File: src/rtl/rect_plotter.sv
// Rectangle fill engine: accepts one rectangle request and streams its pixels in raster
// order to a frame-buffer write port, one pixel per cycle, clipping off-screen pixels.
module rect_plotter #(
    parameter int unsigned SCREEN_W = 160,
    parameter int unsigned SCREEN_H = 120
) (
    input  logic       clock,
    input  logic       resetn,

    input  logic       req_valid,
    output logic       req_ready,
    input  logic [7:0] req_x,
    input  logic [6:0] req_y,
    input  logic [7:0] req_w,
    input  logic [6:0] req_h,
    input  logic [2:0] req_color,

    output logic [7:0] plot_x,
    output logic [6:0] plot_y,
    output logic [2:0] color,
    output logic       plot,
    output logic       done
);

    localparam logic [1:0] IDLE   = 2'd0;
    localparam logic [1:0] DRAW   = 2'd1;
    localparam logic [1:0] FINISH = 2'd2;

    localparam logic [8:0] X_LIMIT = 9'(SCREEN_W);
    localparam logic [7:0] Y_LIMIT = 8'(SCREEN_H);

    logic [1:0] state_q, state_d;
    logic       ready_q;

    // Request fields captured at acceptance
    logic [7:0] x_q;
    logic [6:0] y_q;
    logic [7:0] w_q;
    logic [6:0] h_q;
    logic [2:0] color_q;

    // Raster offsets within the rectangle
    logic [7:0] col_q, col_d;
    logic [6:0] row_q, row_d;

    logic       accept;
    logic       req_empty;
    logic       col_last;
    logic       row_last;
    logic [8:0] x_sum;
    logic [7:0] y_sum;
    logic       on_screen;

    assign accept    = req_valid && ready_q;
    assign req_empty = (req_w == 8'd0) || (req_h == 7'd0);
    assign col_last  = (col_q == w_q - 8'd1);
    assign row_last  = (row_q == h_q - 7'd1);

    // Sums are one bit wider than the coordinates so that wrap-around reads as off-screen
    assign x_sum     = {1'b0, x_q} + {1'b0, col_q};
    assign y_sum     = {1'b0, y_q} + {1'b0, row_q};
    assign on_screen = (x_sum < X_LIMIT) && (y_sum < Y_LIMIT);

    always_comb begin
        state_d = state_q;
        col_d   = col_q;
        row_d   = row_q;
        case (state_q)
            IDLE: begin
                if (accept) begin
                    col_d   = 8'd0;
                    row_d   = 7'd0;
                    state_d = req_empty ? FINISH : DRAW;
                end
            end
            DRAW: begin
                if (col_last) begin
                    col_d = 8'd0;
                    if (row_last) begin
                        row_d   = 7'd0;
                        state_d = FINISH;
                    end else begin
                        row_d = row_q + 7'd1;
                    end
                end else begin
                    col_d = col_q + 8'd1;
                end
            end
            FINISH: begin
                state_d = IDLE;
            end
            default: begin
                state_d = IDLE;
            end
        endcase
    end

    always_ff @(posedge clock or negedge resetn) begin
        if (!resetn) begin
            state_q <= IDLE;
            ready_q <= 1'b0;
            col_q   <= 8'd0;
            row_q   <= 7'd0;
            x_q     <= 8'd0;
            y_q     <= 7'd0;
            w_q     <= 8'd0;
            h_q     <= 7'd0;
            color_q <= 3'd0;
        end else begin
            state_q <= state_d;
            // Registered so ready rises on the first edge after reset release
            ready_q <= (state_d == IDLE);
            col_q   <= col_d;
            row_q   <= row_d;
            if (accept) begin
                x_q     <= req_x;
                y_q     <= req_y;
                w_q     <= req_w;
                h_q     <= req_h;
                color_q <= req_color;
            end
        end
    end

    // Outputs decode directly from reset-cleared state so reset takes effect without a clock
    assign req_ready = ready_q;
    assign plot      = (state_q == DRAW) && on_screen;
    assign done      = (state_q == FINISH);
    assign plot_x    = x_sum[7:0];
    assign plot_y    = y_sum[6:0];
    assign color     = color_q;

endmodule

File: config.mk
export PLATFORM = sky130hd
export DESIGN_NAME = rect_plotter
export DESIGN_NICKNAME = d
export VERILOG_FILES = /design/src/rtl/rect_plotter.sv
export SDC_FILE = /design/constraint.sdc
export NUM_CORES = 1
export LEC_CHECK = 0
export CAP_MARGIN = 25
export CORE_MARGIN = 2
export CORE_UTILIZATION = 55
export CTS_BUF_LIST = sky130_fd_sc_hd__clkbuf_8
export CTS_CLUSTER_SIZE = 12
export DETAILED_ROUTE_END_ITERATION = 8
export PLACE_DENSITY = 0.9
export SLEW_MARGIN = 5
export SYNTH_ARGS = -nofsm -noshare
export SYNTH_HDL_FRONTEND = slang
export SYNTH_SLANG_ARGS = --single-unit
File: constraint.sdc
create_clock -name clock -period 4.3 [get_ports clock]
set_input_delay 1.075 -clock clock [delete_from_list [all_inputs] [get_ports clock]]
set_output_delay 1.075 -clock clock [all_outputs]
set_load 0.02 [all_outputs]
==> results of run 1 <==
## final cells by class
type                    instances  share of cell area [%]
clock buffers                   5                    1.72
clock inverters                 3                    1.60
well taps                      72                    2.26
flip-flops and latches         51                    32.0
multi-input cells             242                    46.5
inverters                      16                    1.50
repair buffers                 59                    14.5
## final timing paths
check                                      from              endpoint  slack [ps]  cells after the start
min in group asynchronous                resetn  row_q[4]$_DFFE_PN0P_         720                      1
min                        state_q[1]$_DFF_PN0_  state_q[0]$_DFF_PN0_         500                      1
max reg2reg                  w_q[2]$_DFFE_PN0P_  col_q[3]$_DFFE_PN0P_        1740                      6
min reg2reg                state_q[1]$_DFF_PN0_  state_q[0]$_DFF_PN0_         500                      1
max in group asynchronous                resetn    w_q[7]$_DFFE_PN0P_        2800                      2
max                          x_q[0]$_DFFE_PN0P_                  plot         160                      9
## cell usage after synthesis, types with 6 or more instances
cell,number
a21oi_1,7
a221o_1,6
and3_1,7
dfrtp_1,51
ha_1,19
inv_1,16
mux2_2,30
nand2_1,21
nand3_1,9
nor2_1,19
nor2b_1,6
nor3_1,11
nor4_1,6
o21ai_0,15
xnor2_1,26
## through the flow
step	std cells	cell area, sq um	util (%)
after floorplan	315	3210	-
after global placement	440	3860	69.2
after detailed placement	440	3860	69.2
after CTS	448	3990	71.6
after global routing	448	3990	71.6
final	448	3990	71.6
## cells by family after synthesis
kind of cell / count (synthesis)
AO/OA/AOI/OAI: 59
XOR/XNOR: 30
adder cells (fa/ha/maj): 21
buffers and inverters: 22
flip-flops: 51
multiplexers: 35
AND/OR/NAND/NOR: 97
## repair_timing
| item | CTS | global route |
|---|---|---|
| endpoints found under the setup margin | 1 | 1 |
| gates resized for setup | 1 | 1 |
| gates cloned | 0 | 0 |
## power groups by stage
| stage | clock network, mW | registers, mW | logic, mW |
|---|---|---|---|
| 2_1_floorplan | 0 | 0.836 | 1.24 |
| 5_1_grt | 0.422 | 0.898 | 2.01 |
| 3_3_place_gp | 0 | 0.863 | 1.78 |
| 6_report | 0.392 | 0.868 | 1.85 |
| 3_5_place_dp | 0 | 0.877 | 1.84 |
| 4_1_cts | 0.398 | 0.866 | 1.85 |
## cell usage in the layout (no fill, tap or decap), drive strengths merged, types with 2 or more instances in the layout
cell	synthesis	routed
or2	3	3
nand2	21	21
ha	19	19
and3	7	7
xnor2	26	26
and3b	2	2
o21a	4	4
clkbuf	5	5
buf	1	4
mux2	30	30
clkdlybuf4s50	0	54
a21o	3	3
bufinv	0	2
o21ai	17	17
inv	16	17
nor2	19	19
o211ai	3	3
nor4	6	6
or3	4	4
nand3	9	9
a211oi	2	2
or4	2	2
a31oi	5	5
fa	2	2
xor2	4	4
dfrtp	51	51
nand3b	2	2
a32o	2	2
nor3	11	11
a21oi	7	7
a221o	6	6
mux2i	5	5
o211a	2	2
nor2b	6	6
## registers in the layout (all words and copies together) (netlist names)
register,flops
color,3
row_q,7
col_q,8
x_q,8
h_q,7
w_q,8
y_q,7
state_q,2
req_ready,1
## worst max-delay path, stage by stage, from the launching register on
cell	delay, ps
dfrtp_1	390
ha_1	230
fa_1	410
a21o_1	170
a21oi_1	200
o21ai_0	200
a31o_2	290
a221o_1	330
a211oi_1	210
clkdlybuf4s15_1	340
## per-layer routing
metal | global-route usage, % | vias up | part of all wire (%)
li1 | - | 1273 | -
met5 | 0 | - | 0
met1 | 28.8 | 1298 | 42
met3 | 4.38 | 9 | 3.8
met4 | 5.76 | 0 | 0.95
met2 | 42.7 | 62 | 53
==> metrics.md, run 1 <==
| Metric | Value |
|---|---|
| Fmax | `0.242 GHz` |
| Total CTS buffers | `5` |
| Ant diodes | `0` |
| Fin crit share | `96.3%` |
| Die height | `80.4 um` |
| Die area | `6470 sq um` |
| H-tree depth | `2` |
| Post-CTS setup buffers | `0` |
| # setup viols final | `0` |
| Total power per unit cell area | `778 nW/um^2` |
| Clk slew on worst S/H paths | `90 ps` |
| Grt ovf | `0` |
| FF+latch area | `1280 sq um` |
| Simple-gate share of the synthesized area | `15.6%` |
| Number of global-route vias before repair | `2665` |
| Prevailing post-synth register cell | `dfrtp_1` |
| PortBufs | `56` |
| Compound-Gate Fraction of Synth Area | `13.2%` |
| Crit path required time | `3220 ps` |
| Cell Rows | `27` |
| First-pass GRT wire length | `12000 um` |
| Worst VDD drop | `0.724 mV` |
| Count of yosys warnings during synthesis | `0` |
| Register area share after synthesis | `39.7%` |
| Mean area per synthesized cell | `10.2 sq um` |
| Initial DRT Pass Iterations | `4` |
| Fin Setup TNS | `0 ps` |
| Total Power | `3.11 mW` |
| RSZ-0062 raised after global routing | `false` |
| DRT antenna net count | `0` |
| Routed vias/inst | `5.90` |
| Final wirelength | `7050 um` |
| Mux share of post-synthesis cell area | `12.1%` |
| Area leader, netlist | `dfrtp_1` |
| Layout cell share with drive strength beyond 1 | `13.0%` |
| WS Path Type | `flip-flop to primary output` |
| Mapped Area | `3210 sq um` |
| Post-Synth XOR/XNOR Area | `8.17%` |
| Seq pwr share | `27.9%` |
| Hold WC Path Type | `flip-flop to flip-flop` |
| FF+latch count, synth | `51` |
| Num ports | `57` |
| Layout area overhead | `24.2%` |
| Gate power share | `59.4%` |
| Post-DP HPWL | `5250 um` |
| Post-synth ARST share | `100%` |
| Clk Latency, worst-skew pair | `310 ps` |
| Synthesized netlist cell count | `315` |
| Synth cell types | `49` |
| Hold Vio Cnt, Final | `0` |
| Hold WS | `497 ps` |
| Top cell type's share of synthesized area | `39.7%` |
| P_leak | `1.75 nW` |
| Area of the multi-input gates | `1850 sq um` |
| # hold bufs at CTS | `0` |
| Critical path arrival | `3070 ps` |
| Initial antenna violation count | `0` |
| CTS max path bufs | `2` |
| Adder-cell area share of the yosys netlist | `8.64%` |
| Max_cap viols | `0` |
| Initial Util | `57.7%` |
| Sw Pwr | `1.28 mW` |
| Final clock skew | `5.85 ps` |
| Clk root buf | `clkbuf_8` |
| Largest net degree at the start of global routing | `40` |
| TritonCTS Sinks | `51` |
| Largest family of logic cells by synthesized area | `simple AND/OR/NAND/NOR gates` |
| Post-route setup slack | `160 ps` |
| CP max FO | `3` |
| Outcome | `completed` |
| Vias | `2642` |
| Routability cong. | `0.833` |
| Core Region | `5570 sq um` |
| Clock share of power | `12.6%` |
| Initial DRC Count | `115` |
| Fillers | `422` |
| Top cells by area, synth | `dfrtp_1 40%, mux2_2 11%, ha_1 7.4%, xnor2_1 7.1%, nand2_1 2.5%` |
| CTS tree | `built` |
| Pre-CTS setup slack | `188 ps` |
| Die X-Extent | `80.4 um` |
| Avg WL per Cell | `15.7 um` |
| Switching Share | `41.1%` |
| Slew @ Worst Pin | `752 ps` |
| Tmin final | `4140 ps` |
| Mapped Nets | `372` |
| Max-slew violation count | `0` |
| Nets@finish | `432` |
| Power Internal | `1.83 mW` |
| Setup crit end kind | `primary output` |
| Post-synth EDFFs | `0` |
| Worst setup SP type | `flip-flop` |
| Worst slew margin | `49.7%` |
| GRT Overall Usage | `23.6%` |
| DRC Markers | `0` |
Note: power is estimated with default switching activity, not from simulation.
==> run 2: changes to the inputs <==
Settings changed: CTS_CLUSTER_SIZE 12 to not set.
==> results of run 2 <==
The final DEF is identical to that of run 1; final timing and power are the same.
